$ cat config.mk
export PLATFORM = sky130hd
export DESIGN_NAME = param_stack
export DESIGN_NICKNAME = d
export VERILOG_FILES = /design/src/rtl/param_stack.sv
export SDC_FILE = /design/constraint.sdc
export NUM_CORES = 1
export LEC_CHECK = 0
export BUFFER_PORTS_ARGS = -buffer_cell sky130_fd_sc_hd__buf_2
export CELL_PAD_IN_SITES_DETAIL_PLACEMENT = 0
export CELL_PAD_IN_SITES_GLOBAL_PLACEMENT = 2
export CORE_ASPECT_RATIO = 0.6
export CORE_MARGIN = 2
export CORE_UTILIZATION = 47
export CTS_CLUSTER_SIZE = 30
export DETAILED_ROUTE_END_ITERATION = 7
export GPL_ROUTABILITY_DRIVEN = 0
export GPL_TIMING_DRIVEN = 0
export HOLD_SLACK_MARGIN = 0.08
export MAX_ROUTING_LAYER = met4
export PLACE_DENSITY = 0.83
export SYNTH_ARGS = -nofsm -noshare
export SYNTH_HDL_FRONTEND = slang
export SYNTH_SLANG_ARGS = --single-unit
$ cat constraint.sdc
create_clock -name clk -period 7.5 [get_ports clk]
set_input_delay 0.75 -clock clk [delete_from_list [all_inputs] [get_ports clk]]
set_output_delay 0.75 -clock clk [all_outputs]
set_load 0.02 [all_outputs]
$ cat src/rtl/param_stack.sv
// Parametrised LIFO operand stack with registered read port, occupancy flags and sticky errors.
// Optional dup/swap operations are compiled in when STACK_DUP_SWAP_EN is defined.
module param_stack #(
  parameter int WIDTH = 8,
  parameter int DEPTH = 16,
  localparam int CW = $clog2(DEPTH + 1)
) (
  input  logic             clk,
  input  logic             rst_n,
  input  logic             push,
  input  logic             pop,
  input  logic             tos,
  input  logic [WIDTH-1:0] din,
  input  logic             clr_err,
`ifdef STACK_DUP_SWAP_EN
  input  logic             dup,
  input  logic             swap,
`endif
  output logic [WIDTH-1:0] dout,
  output logic             dout_valid,
  output logic             zero,
  output logic [CW-1:0]    count,
  output logic             empty,
  output logic             full,
  output logic             overflow,
  output logic             underflow
);

  localparam int AW = (DEPTH > 1) ? $clog2(DEPTH) : 1;

  logic [WIDTH-1:0] mem [DEPTH];
  logic [AW-1:0]    top_a;
  logic [AW-1:0]    next_a;
  logic             replace, push_ok, push_rej, pop_ok, rd_ok, rd_rej;
  logic             inc, ovf_set, unf_set;

  assign top_a  = AW'(count - CW'(1));
  assign next_a = AW'(count);
  assign empty  = (count == '0);
  assign full   = (count == CW'(DEPTH));
  assign zero   = (dout == '0);

  // push+pop on a non-empty stack overwrites the top, so it is legal even when full
  assign replace  = push & pop & ~empty;
  assign push_ok  = push & ~replace & ~full;
  assign push_rej = push & ~replace & full;
  assign pop_ok   = pop & ~push & ~empty;
  assign rd_ok    = (pop | tos) & ~empty;
  assign rd_rej   = (pop | tos) & empty;

`ifdef STACK_DUP_SWAP_EN
  logic          ops_idle, dup_v, swap_v, dup_ok, swap_ok;
  logic [AW-1:0] below_a;

  assign below_a  = AW'(count - CW'(2));
  assign ops_idle = ~(push | pop | tos);
  assign dup_v    = dup & ops_idle;
  assign swap_v   = swap & ~dup & ops_idle;
  assign dup_ok   = dup_v & ~empty & ~full;
  assign swap_ok  = swap_v & (count >= CW'(2));
  assign inc      = push_ok | dup_ok;
  assign ovf_set  = push_rej | (dup_v & full);
  assign unf_set  = rd_rej | (dup_v & empty) | (swap_v & (count < CW'(2)));
`else
  assign inc      = push_ok;
  assign ovf_set  = push_rej;
  assign unf_set  = rd_rej;
`endif

  always_ff @(posedge clk) begin
    if (push_ok) begin
      mem[next_a] <= din;
    end else if (replace) begin
      mem[top_a] <= din;
    end
`ifdef STACK_DUP_SWAP_EN
    else if (dup_ok) begin
      mem[next_a] <= mem[top_a];
    end else if (swap_ok) begin
      mem[top_a]   <= mem[below_a];
      mem[below_a] <= mem[top_a];
    end
`endif
  end

  // Errors are sticky; a new error in the same cycle as clr_err keeps the flag set
  always_ff @(posedge clk or negedge rst_n) begin
    if (!rst_n) begin
      count      <= '0;
      dout       <= '0;
      dout_valid <= 1'b0;
      overflow   <= 1'b0;
      underflow  <= 1'b0;
    end else begin
      if (inc) begin
        count <= count + CW'(1);
      end else if (pop_ok) begin
        count <= count - CW'(1);
      end
      dout_valid <= rd_ok;
      if (rd_ok) begin
        dout <= mem[top_a];
      end
      overflow  <= ovf_set | (overflow & ~clr_err);
      underflow <= unf_set | (underflow & ~clr_err);
    end
  end

endmodule
Yosys cells after proc, flatten, opt, wreduce, memory -nomap -nowiden
Memories as Yosys holds them, arrays and structs flattened. A register that Yosys moved wholly into a read port is not among the register bits. Index checks and enable logic that the tools add are counted.

Register bits: 8. RAM bits: 128. Output and inout port bits: 19. Logic and storage cells: 42. Memories: 1.

Add/sub/neg operators: 2. Equal/unequal tests: 1. Multiplexer cells: 10. Bitwise logic cells: 19. Reductions and logical operators: 5.

Memory list: mem (words 16, bits a word 8, read ports 1, clocked after Yosys merged registers in 1, wr ports 1, line 31) `logic [WIDTH-1:0] mem [DEPTH];`.

Operators by type and width (count): AND 1 bit (11); two-way mux 5 bit (2); zero test 8 bit (1); two-way mux 8 bit (1); OR reduction 8 bit (1); two-way mux 1 bit (6); adder 5 x 1 -> 5 bit (second input constant) (1); == test 5 bit (second input constant) (1); zero test 5 bit (1); NOT 1 bit (5); subtractor 5 x 1 -> 5 bit (second input constant) (1); two-way mux 4 bit (1); bitwise OR 1 bit (3); nonzero test 2 bit (1); zero test 1 bit (1).

Depth between registers and ports, before layout
Gate-level depths: netlist of the first run.

Depth after elaboration: 10. Depth in mapped cells: 10.

Worst setup path after synthesis of the first run
Ideal clock, no wire load.

Path kind: register to register. Start: register count[0]. End: memory mem[11][0], enable pin. Arrival time: 2572 ps. Data required time: 7130 ps. Slack: 4558 ps. Cell stages (with the launch flop): 9. Path buffers: 3. Path through: dfrtp_1 > buf_2 > inv_1 > ha_1 > buf_2 > buf_1 > nor2_1 > mux2i_1 > nor2_1.

Word-level cells in the longest chain between the ends: 10. Elaborated cells on any way between the ends: 17. Those cells by class: 1 x add/sub; 1 x eq/ne; 7 x mux; 6 x bitwise; 2 x reduce/logical.

Ends and longest elaborated chain: start, declared (line 22) `output logic [CW-1:0] count,`; start signal, assigned (line 96) `count <= count + CW'(1);`; start signal, assigned (line 98) `count <= count - CW'(1);`; zero test 5 bit (line 39) `assign empty = (count == '0);`; NOT 1 bit (line 44) `assign replace = push & pop & ~empty;`; AND 1 bit (line 44); NOT 1 bit (line 45) `assign push_ok = push & ~replace & ~full;`; AND 1 bit (2 in series) (line 45); two-way mux 1 bit (line 71) `if (push_ok) begin`; two-way mux 1 bit (not written as such) (line 74) `mem[top_a] <= din;`; OR reduction 8 bit (no line); two-way mux 4 bit (no line) / two-way mux 1 bit (equally long branches); end, declared (line 31).

Parallel ways exist; a longest one is shown, timed or not.

Worst setup path after layout of the first run
Start: register count[0]. End: memory mem[11][4], enable pin.

The elaborated chain is that of the path after synthesis.

==> results of run 1 <==
-- registers in the layout (all words and copies together) (netlist names) --
| register | flops |
|---|---|
| dout_valid | 1 |
| overflow | 1 |
| underflow | 1 |
| mem | 128 |
| count | 5 |
| dout | 8 |
-- final cells by class --
type,count,area (µm²),area share (%)
inverter,7,26.3,0.380
clock inverter,14,181,2.62
multi-input combinational,253,1570,22.7
timing repair buffer,31,155,2.24
tap,165,206,2.99
buffer,20,104,1.50
clock buffer,17,425,6.15
sequential,144,4240,61.4
-- layer usage --
layer,vias to the layer above,part of all wire (%)
li1,1716,-
met1,1915,50
met2,164,40
met3,19,8.5
met4,0,1.4
met5,-,0
-- path summary, 6_finish.rpt --
path	startpoint	to	slack (ns)
max	count[0]	mem[11][4]	3.50
min reg2reg	overflow	overflow	0.49
min	rst_n	count[0]	0.26
min in group clk	overflow	overflow	0.49
max in group asynchronous	rst_n	dout[5]	6.93
max reg2reg	count[0]	mem[11][4]	3.50
-- cells by family (layout without fill, tap and decap cells) --
group,Yosys count,after routing
simple gates,151,151
flops,144,144
compound gates,57,57
mux,34,34
buf+inv,27,89
xor+xnor,8,8
fa+ha+maj,3,3
-- per-stage QoR --
stage          cells  hold slack, ns  worst slack (ns)  instance area (µm²)  total power, mW
2_1_floorplan    424           0.454              4.56                 5950             1.96
3_3_place_gp     620           0.468              3.62                 6310             2.44
3_5_place_dp     620           0.471              3.52                 6310             2.44
4_1_cts          651           0.257              3.51                 6920             3.32
5_1_grt          651           0.274              3.31                 6920             3.50
6_report         651           0.263              3.50                 6920             3.32
-- synth_stat cells, drive strengths merged --
| master | count |
|---|---|
| xnor2 | 5 |
| a2bb2oi | 1 |
| inv | 7 |
| nor2b | 1 |
| o22ai | 2 |
| nand3 | 24 |
| o22a | 2 |
| o32a | 2 |
| and4bb | 1 |
| a31oi | 8 |
| edfxtp | 128 |
| nand4 | 8 |
| or2 | 1 |
| a211o | 1 |
| buf | 10 |
| or4b | 1 |
| or3b | 1 |
| or4 | 2 |
| and3 | 2 |
| mux2i | 34 |
| o31a | 1 |
| a211oi | 1 |
| o21ai | 9 |
| and2 | 3 |
| a22oi | 17 |
| dfrtp | 16 |
| a32o | 1 |
| o21a | 2 |
| nand2 | 75 |
| nor3 | 4 |
| o2bb2ai | 1 |
| nor2 | 28 |
| ha | 3 |
| a32oi | 9 |
| xor2 | 3 |
| clkbuf | 10 |
-- power groups by stage --
stage / clock (mW) / sequential, mW / combinational, mW
floorplan: 0 / 1.11 / 0.858
global placement: 0 / 1.07 / 1.37
detailed placement: 0 / 1.07 / 1.37
CTS: 0.878 / 1.06 / 1.39
global route: 0.919 / 1.07 / 1.52
finish: 0.870 / 1.06 / 1.39
==> flow_metrics.env, run 1 <==
export IMPL_outcome="finished clean"
export IMPL_finalHoldViolCount=0
export IMPL_grt_pass1_wl_um=22800
export IMPL_grt_util_met1_pct=39.2
export IMPL_mostFrequentLayoutCells="edfxtp_1, nand2_1, mux2i_1, buf_2, nor2_1"
export IMPL_worstPathArrival_ns=4.05
export IMPL_clk_pin_slew_ns=0.06
export IMPL_synth_top_area_share_pct=64.6
export IMPL_final_common_cell="edfxtp_1"
export IMPL_met3_usage_pct=5.48
export IMPL_ys_ff_latch=144
export IMPL_drt_first_pass_iters=5
export IMPL_syn_avg_cell_area_um2=14.0
export IMPL_fin_crit_ns=4.00
export IMPL_port_buffers=31
export IMPL_grtUsageMet2_pct=30.4
export IMPL_irDropWorstVdd_uv=296
export IMPL_synth_compound_area_share_pct=7.38
export IMPL_clock_skew_ns=0.00741
export IMPL_crit_chain="buf_2 > inv_1 > ha_1 > buf_2 > buf_1 > nor2_1 > mux2i_1 > nor2_1"
export IMPL_drt_total_wl_um=14800
export IMPL_timing_final_crit_share_pct=53.4
export IMPL_die_w_um=149
export IMPL_synth_distinct_cells=43
export IMPL_switchingPower_mw=1.35
export IMPL_setup_viol=0
export IMPL_synth_nets=441
export IMPL_reg2reg_depth=8
export IMPL_num_vias=3814
export IMPL_track_usage_pct=24.3
export IMPL_crit_type="flop to flop"
export IMPL_numCtsBuffers=17
export IMPL_yosysTopAreaCell="edfxtp_1"
export IMPL_synth_area_leaders="edfxtp_1, dfrtp_1, mux2i_1"
export IMPL_finalMaxSlewViolations=0
export IMPL_syn2layout_area_growth_pct=16.3
export IMPL_p_int_mw=1.96
export IMPL_synth_simple_area_share_pct=11.5
export IMPL_holdBufCountCts=0
export IMPL_slew_limit_headroom_pct=35.3
export IMPL_crit_fanout=10
export IMPL_top_usage_layer="met1"
export IMPL_cp_depth=8
export IMPL_antennaDiodeCount=0
export IMPL_critPathTopFamily="simple AND/OR/NAND/NOR gates"
export IMPL_grt_pass1_vias=3569
export IMPL_wl_per_cell_um=22.8
export IMPL_start_util_pct=48.7
export IMPL_cts_sink_count=144
export IMPL_slowest_delay_ns=0.74
export IMPL_syn_inst=424
export IMPL_drt_initial_drc_count=457
export IMPL_fin_nets=491
export IMPL_p_clk_share_pct=26.2
export IMPL_synthMuxAreaShare_pct=5.72
export IMPL_synth_fa_ha_area_share_pct=0.631
export IMPL_synth_top_family_by_area="simple AND/OR/NAND/NOR gates"
export IMPL_ant_nets=0
export IMPL_setup_tns_ns=0
export IMPL_drive_gt1_share_pct=16.5
export IMPL_cellPowerDensity_nw_per_um2=480
export IMPL_grt_max_degree=17
export IMPL_cts_repair_resized=0
export IMPL_io_pins=33
export IMPL_tightest_slew_ns=0.964
export IMPL_dieHeight_um=91.1
export IMPL_rsz0062_at_grt="false"
export IMPL_cts_root_buf="clkbuf_16"
export IMPL_drc_errors=0
export IMPL_hpwl_um=9770
export IMPL_yosysSeqAreaShare_pct=71.4
export IMPL_max_freq_mhz=250
export IMPL_antenna_found_initial=0
export IMPL_p_leak_nw=2.49
export IMPL_seq_power_share_pct=31.9
export IMPL_clk_latency_ns=0.42
export IMPL_worstPathRequired_ns=7.55
export IMPL_start_kind="flop"
export IMPL_avgViaCountPerCell=5.86
export IMPL_dieArea_um2=13600
export IMPL_yosys_warnings=0
export IMPL_cts_tree="built"
export IMPL_core_area_um2=12200
export IMPL_gr_total_overflow=0
export IMPL_rows=31
export IMPL_synth_area_um2=5950
export IMPL_cts_buffer_depth=2
export IMPL_htree_levels=4
export IMPL_cap_viol_max_count=0
export IMPL_fill_cells=992
export IMPL_p_sw_share_pct=40.8
export IMPL_endpoint_kind="flop"
export IMPL_synthXorXnorAreaFrac_pct=1.18
export IMPL_cpMaxStageDelayCell="nor2_1"
export IMPL_postCtsSetupBuffers=0
export IMPL_critPathBufInv=4
export IMPL_final_core_util_pct=56.6
export IMPL_comb_power_share_pct=41.9
export IMPL_hp_class="input port to async pin"
Note: power is estimated with default switching activity, not from simulation.
==> inputs of run 2 (changes only) <==
ABC_AREA = 1   (was unset)
CORE_UTILIZATION = 36   (was 47)
PLACE_DENSITY = 0.75   (was 0.83)
clock period = 3.3 ns   (was 7.5 ns; I/O delays follow)
==> flow_metrics.env, run 2 <==
export IMPL_outcome="finished clean"
export IMPL_drive_gt1_share_pct=15.3
export IMPL_yosysTopAreaCell="edfxtp_1"
export IMPL_finalMaxSlewViolations=0
export IMPL_grt_pass1_vias=4381
export IMPL_tightest_slew_ns=0.687
export IMPL_gr_total_overflow=0
export IMPL_synth_async_sr_flop_share_pct=11.1
export IMPL_fill_cells=1716
export IMPL_syn_avg_cell_area_um2=9.88
export IMPL_hold_depth=2
export IMPL_clk_pin_slew_ns=0.06
export IMPL_p_sw_share_pct=43.5
export IMPL_reg2reg_from="count[0]"
export IMPL_ant_nets=0
export IMPL_synth_area_leaders="edfxtp_1, nand2_1, nand3_1"
export IMPL_drt_initial_drc_count=320
export IMPL_critPathTopFamily="buffers and inverters"
export IMPL_start_util_pct=36.7
export IMPL_p_int_mw=4.51
export IMPL_crit_fanout=11
export IMPL_drt_first_pass_iters=5
export IMPL_clk_latency_ns=0.42
export IMPL_cp_depth=10
export IMPL_ys_flop_type="edfxtp_1"
export IMPL_top_register="mem"
export IMPL_dieHeight_um=109
export IMPL_antennaDiodeCount=0
export IMPL_rows=38
export IMPL_seq_power_share_pct=29.6
export IMPL_cts_tree="built"
export IMPL_dieArea_um2=19500
export IMPL_grt_max_degree=17
export IMPL_placed_cells=941
export IMPL_fin_nets=738
export IMPL_reg2reg_depth=10
export IMPL_cts_sink_count=144
export IMPL_cpMaxStageDelayCell="nor2_2"
export IMPL_drt_total_wl_um=17600
export IMPL_hold_end="overflow"
export IMPL_slew_limit_headroom_pct=54.2
export IMPL_numCtsBuffers=17
export IMPL_stdcell_count=974
export IMPL_yosysMostFrequentCell="nand2_1"
export IMPL_slowest_delay_ns=0.49
export IMPL_irDropWorstVdd_uv=360
export IMPL_largest_reg_flops=128
export IMPL_synth_edff_count=128
export IMPL_port_buffers=32
export IMPL_htree_levels=4
export IMPL_die_w_um=179
export IMPL_cp_common_cell="buf_2"
export IMPL_top_regs="mem x128, dout x8, count x5"
export IMPL_comb_power_share_pct=44.2
export IMPL_track_usage_pct=20.2
export IMPL_switchingPower_mw=3.47
export IMPL_synth_top_area_share_pct=58.1
export IMPL_avgViaCountPerCell=4.70
export IMPL_setup_tns_ns=0
export IMPL_yosys_warnings=0
export IMPL_postCtsSetupBuffers=0
export IMPL_core_area_um2=18000
export IMPL_synth_area_um2=6610
export IMPL_p_clk_share_pct=26.2
export IMPL_synth_distinct_cells=29
export IMPL_endpoint_kind="flop"
export IMPL_cts_root_buf="clkbuf_16"
export IMPL_ys_top_cells_by_count="nand2_1, edfxtp_1, inv_1, nand3_1, nor2_1"
export IMPL_min_from="clr_err"
export IMPL_cellPowerDensity_nw_per_um2=1030
export IMPL_drc_errors=0
export IMPL_setup_viol=0
export IMPL_crit_chain="buf_2 > inv_2 > buf_2 > buf_4 > ha_1 > buf_2 > clkinv_1 > o21ai_2 > nand2_1 > nor2_2"
export IMPL_syn_inst=669
export IMPL_worstPathRequired_ns=3.35
export IMPL_max_freq_mhz=317
export IMPL_rsz0062_at_grt="true"
export IMPL_r2r_end="mem[9][5]"
export IMPL_wl_per_cell_um=18.1
export IMPL_crit_type="flop to flop"
export IMPL_critPathBufInv=6
export IMPL_clock_skew_ns=0.0110
export IMPL_reg2reg_slack_ns=0.14
export IMPL_num_vias=4576
export IMPL_hpwl_um=12300
export IMPL_yosysSeqAreaShare_pct=64.2
export IMPL_mostFrequentLayoutCells="nand2_1, edfxtp_1, inv_1, nand3_1, buf_2"
export IMPL_syn2layout_area_growth_pct=17.7
export IMPL_hp_class="input port to flop"
export IMPL_p_leak_nw=3.40
export IMPL_synth_nets=686
export IMPL_ys_ff_latch=144
export IMPL_fin_crit_ns=3.16
export IMPL_finalHoldViolCount=0
export IMPL_worstPathArrival_ns=3.21
export IMPL_antenna_found_initial=0
export IMPL_timing_final_crit_share_pct=95.7
export IMPL_cap_viol_max_count=0
export IMPL_grt_pass1_wl_um=26700
export IMPL_start_kind="flop"
export IMPL_final_common_cell="nand2_1"
export IMPL_cts_buffer_depth=2
export IMPL_io_pins=33
[run 2: through the flow]
| step | worst slack, ns | util [%] | total power, mW | hold WS (ns) | cell area, µm² |
|---|---|---|---|---|---|
| floorplan | 0.632 | - | 4.62 | 0.0344 | 6610 |
| global placement | -0.117 | 39.3 | 5.84 | 0.276 | 7070 |
| detailed placement | -0.168 | 39.3 | 5.87 | 0.273 | 7070 |
| CTS | 0.0196 | 43.0 | 7.98 | 0.0957 | 7740 |
| global route | -0.0972 | 43.2 | 8.51 | 0.0999 | 7780 |
| finish | 0.141 | 43.2 | 7.98 | 0.106 | 7780 |
[run 2: cells by family after synthesis]
family | after synthesis | share of synthesized area, %
AND/OR/NAND/NOR | 361 | 23.4
flip-flops | 144 | 64.2
buffers and inverters | 140 | 8.67
AO/OA/AOI/OAI | 12 | 1.19
XOR/XNOR | 9 | 1.99
adder cells (fa/ha/maj) | 3 | 0.568
[run 2: what timing repair did]
item                                   CTS  global route
hold buffers                             1             0
pin swaps                                0             0
endpoints found under the hold margin   16             0
gates resized for setup                 10            13
setup endpoints to repair               80           129
[run 2: how the worst max path moves through the flow]
stage | start | end | slack (ns)
after global placement | count[0] | mem[8][2] | -0.12
after detailed placement | count[0] | mem[9][3] | -0.17
final | count[0] | mem[9][5] | 0.14
after global routing | count[0] | mem[9][5] | -0.1
after CTS | count[0] | mem[2][0] | 0.02
after floorplan | count[0] | mem[0][0] | 0.63
[run 2: power by group through the flow]
stage	combinational, mW	clock [mW]	sequential [mW]
2_1_floorplan	2.13	0	2.49
3_3_place_gp	3.44	0	2.40
3_5_place_dp	3.46	0	2.40
4_1_cts	3.50	2.12	2.37
5_1_grt	3.91	2.21	2.39
6_report	3.53	2.09	2.37
[run 2: cell type report]
class	count	area [µm²]	share of cell area, %
Buffer	26	145	1.86
Clock buffer	17	425	5.46
Clock inverter	15	206	2.65
Inverter	114	428	5.50
Multi-Input combinational cell	385	1870	24.0
Sequential cell	144	4240	54.5
Tap cell	240	300	3.86
Timing Repair Buffer	33	170	2.19
[run 2: metal layers]
layer	routed length, µm	global-route usage (%)	vias to the layer above
met3	1010	3.87	12
met2	7500	27.7	97
li1	-	-	2255
met5	0	-	-
met4	144	5.87	0
met1	8970	30.1	2212
[run 2: worst register-to-register path, delay by kind of cell, from the launching register on]
kind | cells | cell delay (ns)
AOI/OAI and AO/OA | 1 | 0.31
adders and majority gates | 1 | 0.29
buffers and inverters | 6 | 1.19
DFF | 1 | 0.38
and+or+nand+nor | 2 | 0.62
